[config.mk]
export PLATFORM = sky130hd
export DESIGN_NAME = score_keeper_flat
export DESIGN_NICKNAME = d
export VERILOG_FILES = /design/src/rtl/score_pkg.sv /design/src/rtl/score_keeper_if.sv /design/src/rtl/bcd_digit_counter.sv /design/src/rtl/score_keeper.sv /design/src/flat_wrapper.sv
export SDC_FILE = /design/constraint.sdc
export NUM_CORES = 1
export LEC_CHECK = 0
export BUFFER_PORTS_ARGS = -buffer_cell sky130_fd_sc_hd__buf_2
export CAP_MARGIN = 20
export CORE_UTILIZATION = 59
export DETAILED_ROUTE_END_ITERATION = 6
export PLACE_DENSITY = 0.85
export SLEW_MARGIN = 20
export SYNTH_ARGS = -nofsm -noshare
export SYNTH_HDL_FRONTEND = slang
export SYNTH_HIERARCHICAL = 1
export SYNTH_SLANG_ARGS = --single-unit
[constraint.sdc]
create_clock -name clk -period 3.05 [get_ports clk]
set_clock_uncertainty 0.1 [all_clocks]
set_input_delay 0.61 -clock clk [delete_from_list [all_inputs] [get_ports clk]]
set_output_delay 0.61 -clock clk [all_outputs]
set_load 0.05 [all_outputs]
[src/rtl/score_pkg.sv]
// Shared constants and types for the score path (score keeper and score display).
package score_pkg;

  localparam int unsigned DIGIT_W         = 4;
  localparam int unsigned DEF_MAX_SCORE   = 999;
  localparam int unsigned DEF_DIGITS      = 3;
  localparam int unsigned DEF_SCORE_W     = 32;

  typedef enum logic [1:0] {
    ST_IDLE    = 2'd0,
    ST_PLAYING = 2'd1,
    ST_OVER    = 2'd2
  } state_t;

endpackage

[src/rtl/score_keeper_if.sv]
// Event/score bundle between game logic (master) and the score keeper (slave).
interface score_keeper_if
  import score_pkg::*;
#(
  parameter int unsigned SCORE_W = DEF_SCORE_W,
  parameter int unsigned DIGITS  = DEF_DIGITS
) ();

  logic                        game_start;
  logic                        point_event;
  logic                        game_over;
  logic                        frame_start;
  logic [SCORE_W-1:0]          score;
  logic [DIGIT_W*DIGITS-1:0]   score_bcd;
  logic [SCORE_W-1:0]          high_score;
  logic                        new_high;
  logic                        score_updated;
  logic [1:0]                  state;

  modport master (
    output game_start, point_event, game_over, frame_start,
    input  score, score_bcd, high_score, new_high, score_updated, state
  );

  modport slave (
    input  game_start, point_event, game_over, frame_start,
    output score, score_bcd, high_score, new_high, score_updated, state
  );

endinterface

[src/rtl/bcd_digit_counter.sv]
// One BCD decade: counts 0..9 on inc, carries out when rolling over from 9.
module bcd_digit_counter
  import score_pkg::*;
(
  input  logic               clk,
  input  logic               reset_n,
  input  logic               clr,
  input  logic               inc,
  input  logic               hold,
  output logic [DIGIT_W-1:0] digit,
  output logic               carry_out
);

  assign carry_out = inc && (digit == DIGIT_W'(9));

  // Decade register: clear has priority, hold freezes the value at saturation.
  always_ff @(posedge clk or negedge reset_n) begin
    if (!reset_n) begin
      digit <= '0;
    end else if (clr) begin
      digit <= '0;
    end else if (inc && !hold) begin
      digit <= carry_out ? '0 : digit + DIGIT_W'(1);
    end
  end

endmodule

[src/rtl/score_keeper.sv]
// Score keeper: live binary/BCD score, round FSM, frame-stable shadow outputs.
// Optional feature macro: SCORE_HIGH_SCORE_EN (session high-score tracking).
module score_keeper
  import score_pkg::*;
#(
  parameter int unsigned MAX_SCORE = DEF_MAX_SCORE,
  parameter int unsigned DIGITS    = DEF_DIGITS,
  parameter int unsigned SCORE_W   = DEF_SCORE_W
) (
  input  logic           clk,
  input  logic           reset_n,
  score_keeper_if.slave  sif
);

  localparam int unsigned BCD_W = DIGIT_W * DIGITS;

  state_t             state_q, state_d;
  logic               clear;
  logic               round_end;
  logic               count_en;
  logic               sat;
  logic               bin_inc;
  logic [SCORE_W-1:0] live_bin;
  logic [BCD_W-1:0]   live_bcd;
  logic [DIGITS:0]    inc_chain;
  logic               chain_unused;
  logic [SCORE_W-1:0] score_q;
  logic [BCD_W-1:0]   bcd_q;
  logic               updated_q;
  logic               high_diff;
  logic [SCORE_W-1:0] high_cur;

  // Round FSM state register.
  always_ff @(posedge clk or negedge reset_n) begin
    if (!reset_n) state_q <= ST_IDLE;
    else          state_q <= state_d;
  end

  // Next state: game_start wins over everything, game_over only ends a live round.
  always_comb begin
    state_d   = state_q;
    clear     = 1'b0;
    round_end = 1'b0;
    if (sif.game_start) begin
      state_d = ST_PLAYING;
      clear   = 1'b1;
    end else if (state_q == ST_PLAYING && sif.game_over) begin
      state_d   = ST_OVER;
      round_end = 1'b1;
    end
  end

  assign count_en = (state_q == ST_PLAYING) && sif.point_event && !sif.game_start;
  assign sat      = (live_bin == SCORE_W'(MAX_SCORE));
  assign bin_inc  = count_en && !sat;

  // Live binary counter, frozen at the saturation ceiling.
  always_ff @(posedge clk or negedge reset_n) begin
    if (!reset_n)     live_bin <= '0;
    else if (clear)   live_bin <= '0;
    else if (bin_inc) live_bin <= live_bin + SCORE_W'(1);
  end

  assign inc_chain[0] = count_en;
  for (genvar i = 0; i < DIGITS; i++) begin : g_digit
    bcd_digit_counter u_digit (
      .clk       (clk),
      .reset_n   (reset_n),
      .clr       (clear),
      .inc       (inc_chain[i]),
      .hold      (sat),
      .digit     (live_bcd[i*DIGIT_W +: DIGIT_W]),
      .carry_out (inc_chain[i+1])
    );
  end
  // Carry out of the top decade only ever fires while held at saturation.
  assign chain_unused = inc_chain[DIGITS];

`ifdef SCORE_HIGH_SCORE_EN
  logic [SCORE_W-1:0] high_q;
  logic [SCORE_W-1:0] high_sh_q;
  logic               new_high_q;
  logic [SCORE_W-1:0] final_score;

  // A point arriving with game_over still counts toward the final score.
  assign final_score = bin_inc ? live_bin + SCORE_W'(1) : live_bin;

  // High-score register and new_high flag, evaluated at round end.
  always_ff @(posedge clk or negedge reset_n) begin
    if (!reset_n) begin
      high_q     <= '0;
      new_high_q <= 1'b0;
    end else if (sif.game_start) begin
      new_high_q <= 1'b0;
    end else if (round_end) begin
      if (final_score > high_q) begin
        high_q     <= final_score;
        new_high_q <= 1'b1;
      end else begin
        new_high_q <= 1'b0;
      end
    end
  end

  // Frame-stable copy of the high score.
  always_ff @(posedge clk or negedge reset_n) begin
    if (!reset_n)             high_sh_q <= '0;
    else if (sif.frame_start) high_sh_q <= high_q;
  end

  assign high_cur        = high_q;
  assign high_diff       = (high_sh_q != high_q);
  assign sif.high_score  = high_sh_q;
  assign sif.new_high    = new_high_q;
`else
  assign high_cur        = '0;
  assign high_diff       = 1'b0;
  assign sif.high_score  = '0;
  assign sif.new_high    = 1'b0;
`endif

  // Shadow score registers load only on frame_start; pulse when anything changed.
  always_ff @(posedge clk or negedge reset_n) begin
    if (!reset_n) begin
      score_q   <= '0;
      bcd_q     <= '0;
      updated_q <= 1'b0;
    end else if (sif.frame_start) begin
      score_q   <= live_bin;
      bcd_q     <= live_bcd;
      updated_q <= (score_q != live_bin) || (bcd_q != live_bcd) || high_diff;
    end else begin
      updated_q <= 1'b0;
    end
  end

  assign sif.score         = score_q;
  assign sif.score_bcd     = bcd_q;
  assign sif.score_updated = updated_q;
  assign sif.state         = state_q;

endmodule

[src/flat_wrapper.sv]
// flat-port wrapper written by rule: the top's interface ports become plain ports
module score_keeper_flat import score_pkg::*;
#(
  parameter int unsigned MAX_SCORE = DEF_MAX_SCORE,
  parameter int unsigned DIGITS    = DEF_DIGITS,
  parameter int unsigned SCORE_W   = DEF_SCORE_W
)
  (clk, reset_n, sif_game_start, sif_point_event, sif_game_over, sif_frame_start, sif_score, sif_score_bcd, sif_high_score, sif_new_high, sif_score_updated, sif_state);
  score_keeper_if #(.SCORE_W(SCORE_W), .DIGITS(DIGITS)) sif_i ();
  input  logic clk;
  input  logic reset_n;
  input wire logic [$bits(sif_i.game_start)-1:0] sif_game_start;
  input wire logic [$bits(sif_i.point_event)-1:0] sif_point_event;
  input wire logic [$bits(sif_i.game_over)-1:0] sif_game_over;
  input wire logic [$bits(sif_i.frame_start)-1:0] sif_frame_start;
  output wire logic [$bits(sif_i.score)-1:0] sif_score;
  output wire logic [$bits(sif_i.score_bcd)-1:0] sif_score_bcd;
  output wire logic [$bits(sif_i.high_score)-1:0] sif_high_score;
  output wire logic [$bits(sif_i.new_high)-1:0] sif_new_high;
  output wire logic [$bits(sif_i.score_updated)-1:0] sif_score_updated;
  output wire logic [$bits(sif_i.state)-1:0] sif_state;
  assign sif_i.game_start = sif_game_start;
  assign sif_i.point_event = sif_point_event;
  assign sif_i.game_over = sif_game_over;
  assign sif_i.frame_start = sif_frame_start;
  assign sif_score = sif_i.score;
  assign sif_score_bcd = sif_i.score_bcd;
  assign sif_high_score = sif_i.high_score;
  assign sif_new_high = sif_i.new_high;
  assign sif_score_updated = sif_i.score_updated;
  assign sif_state = sif_i.state;
  score_keeper #(.MAX_SCORE(MAX_SCORE), .DIGITS(DIGITS), .SCORE_W(SCORE_W)) u_core (.clk(clk), .reset_n(reset_n), .sif(sif_i));
endmodule
==> results by group <==
Outcome
  • Status: finished, final reports clean

Place
  • Placed inst area: 5200 µm²
  • DP HPWL: 7470 µm
  • Dpl cells: 595
  • Gpl congestion: 0.891
  • PortBufs: 52

Clock tree
  • Maximum clock insertion buffer count: 2
  • H-tree level count: 3
  • Root Buffer: clkbuf_8
  • Post-cts sizing count: 0
  • Clock slew at reported path FFs: 0.09 ns
  • # Post-CTS Setup Buffers: 0
  • CTS Buf Count: 9
  • CTS tree: yes
  • CTS Hold Bufs: 0
  • Worst skew pair latency: 0.37 ns
  • Clk sinks: 91

Timing
  • Final setup fails: 0
  • Slew at the pin closest to its max-slew limit: 0.592 ns
  • Fin crit share: 0.761
  • Hold Slack: 0.139 ns
  • Final Hold Vio Count: 0
  • Slew HR: 0.605
  • Max Slew Vio Count: 0
  • Setup TNS: 0 ns
  • RSZ-0062 raised after global routing: no
  • Fmax achieved: 431 MHz
  • Post-route minimum period: 2.32 ns

Critical path
  • Critical path arrival: 2.45 ns
  • Critical Path Source Type: register
  • WS Path Type: reg -> reg
  • Reg-to-reg critical path endpoint: u_core/g_digit[1].u_digit/digit[3]$_DFFE_PN0P_
  • R2R Setup Slk: 0.73 ns
  • Worst EP required: 3.18 ns
  • Number of cells on the worst reg-to-reg path: 6
  • RR Startpoint: u_core/live_bin[5]$_DFFE_PN0P_
  • Crit Path Max Fanout: 12
  • Critical path capture point type: register

Power and ir drop
  • Sequential cell fraction of total power: 0.533
  • Peak VDD IR: 0.265 mV
  • P_int: 1.66 mW
  • Sw frac: 0.290
  • Clock share of power: 0.348
  • Comb pwr share: 0.119
  • Leakage power: 2.90 nW
  • Net load switching power: 0.678 mW
  • PwrDens: 433 nW/µm²

Layout
  • Post-route cell area: 5400 µm²
  • Fill cell count: 627
  • Layout cells sized above 1: 0.265
  • Multi-input logic area: 2450 µm²
  • N_diodes: 0
  • Fin nets: 514
  • Non-filler instance count after layout: 611
  • Layout area overhead: 7.75%
  • Register area: 2280 µm²

GRT
  • Initial antenna violation count: 0
  • Largest net degree at the start of global routing: 50
  • Vias in the first global route: 3487
  • GRT Total Usage: 0.261
  • GRT Residual Overflow: 0
  • First-pass GRT wire length: 17300 µm

Die
  • Die Width: 94.1 µm
  • Die footprint: 8860 µm²
  • Cell row count: 33
  • Starting Density: 0.609
  • Die Y: 94.1 µm
  • Core area: 8220 µm²
  • Num ports: 86

Drt
  • WL per Instance: 17.3 µm
  • DRT Pass-1 Iters: 4
  • Vias per Instance: 5.79
  • Drt drc: 0
  • Total Wirelength: 10600 µm
  • DR vias: 3538
  • Drt initial violations: 207
  • Antenna viol nets, final: 0

Synthesis
  • Mapped Avg Cell Area: 10.9 µm²
  • Cell area after synthesis: 5010 µm²
  • Yosys synthesis warning count: 6
  • Number of cells produced by synthesis: 459

Min path
  • Hold crit path type: in -> async

Run
  • Number of max-cap violations: 0
cell usage in the layout (no fill, tap or decap), types with 7 or more instances in the layout:
cell      instances
a21oi_1          12
buf_2            51
clkbuf_8          9
conb_1           33
dfrtp_1          91
ha_1              7
inv_1             8
mux2_2           45
nand2_1          23
nand3_1          14
nand4_1           7
nor2_1           33
nor4_1           21
or3_1            10
xnor2_1          21
xor2_1           48
power by group through the flow:
stage                     Clock (mW)  Combinational [mW]  Sequential (mW)
after global placement             0               0.277             1.27
after floorplan                    0               0.193             1.31
after detailed placement           0               0.280             1.27
after global routing           0.876               0.297             1.25
after CTS                      0.820               0.280             1.25
final                          0.813               0.278             1.25
routing by layer:
metal,up-vias,track usage,part of all wire
li1,1609,-,-
met1,1779,0.330,0.42
met2,124,0.432,0.50
met3,26,0.0437,0.052
met4,0,0.131,0.026
met5,-,0,0
layout make-up:
type,instances,share of cell area
clock buffers,10,0.0237
clock inverters,6,0.0123
inverters,9,0.00626
multi-input cells,335,0.454
flip-flops and latches,91,0.422
well taps,105,0.0244
repair buffers,55,0.0575
worst max-delay path, stage by stage, from the launching register on:
cell and delay, ns:
dfrtp_1 0.48, and4_4 0.31, nand4_4 0.29, nor3_4 0.50
nand2b_1 0.28, or3_1 0.15, a31oi_1 0.08
worst max path at each step:
stage,startpoint,end
after floorplan,u_core/sif.state[1]$_DFFE_PN0P_,u_core/g_digit[2].u_digit/digit[3]$_DFFE_PN0P_
final,u_core/live_bin[5]$_DFFE_PN0P_,u_core/g_digit[1].u_digit/digit[3]$_DFFE_PN0P_
after global placement,sif_game_start,u_core/live_bin[23]$_DFFE_PN0P_
after detailed placement,sif_game_start,u_core/live_bin[23]$_DFFE_PN0P_
after CTS,u_core/live_bin[5]$_DFFE_PN0P_,u_core/g_digit[1].u_digit/digit[3]$_DFFE_PN0P_
after global routing,u_core/live_bin[5]$_DFFE_PN0P_,u_core/g_digit[1].u_digit/digit[3]$_DFFE_PN0P_
state kept, by name, summed over array words and instances, names as in the netlist:
signal,flops
u_core/sif.score_bcd,12
u_core/live_bin,32
u_core/sif.score,32
u_core/g_digit.u_digit/digit,12
u_core/sif.score_updated,1
u_core/sif.state,2
through the flow:
stage	utilization	total power, mW	setup WS [ns]
after floorplan	-	1.50	1.01
after global placement	0.633	1.55	0.650
after detailed placement	0.633	1.55	0.600
after CTS	0.657	2.35	0.728
after global routing	0.657	2.42	0.585
final	0.657	2.34	0.729
Power figures use the tool's default switching activity.
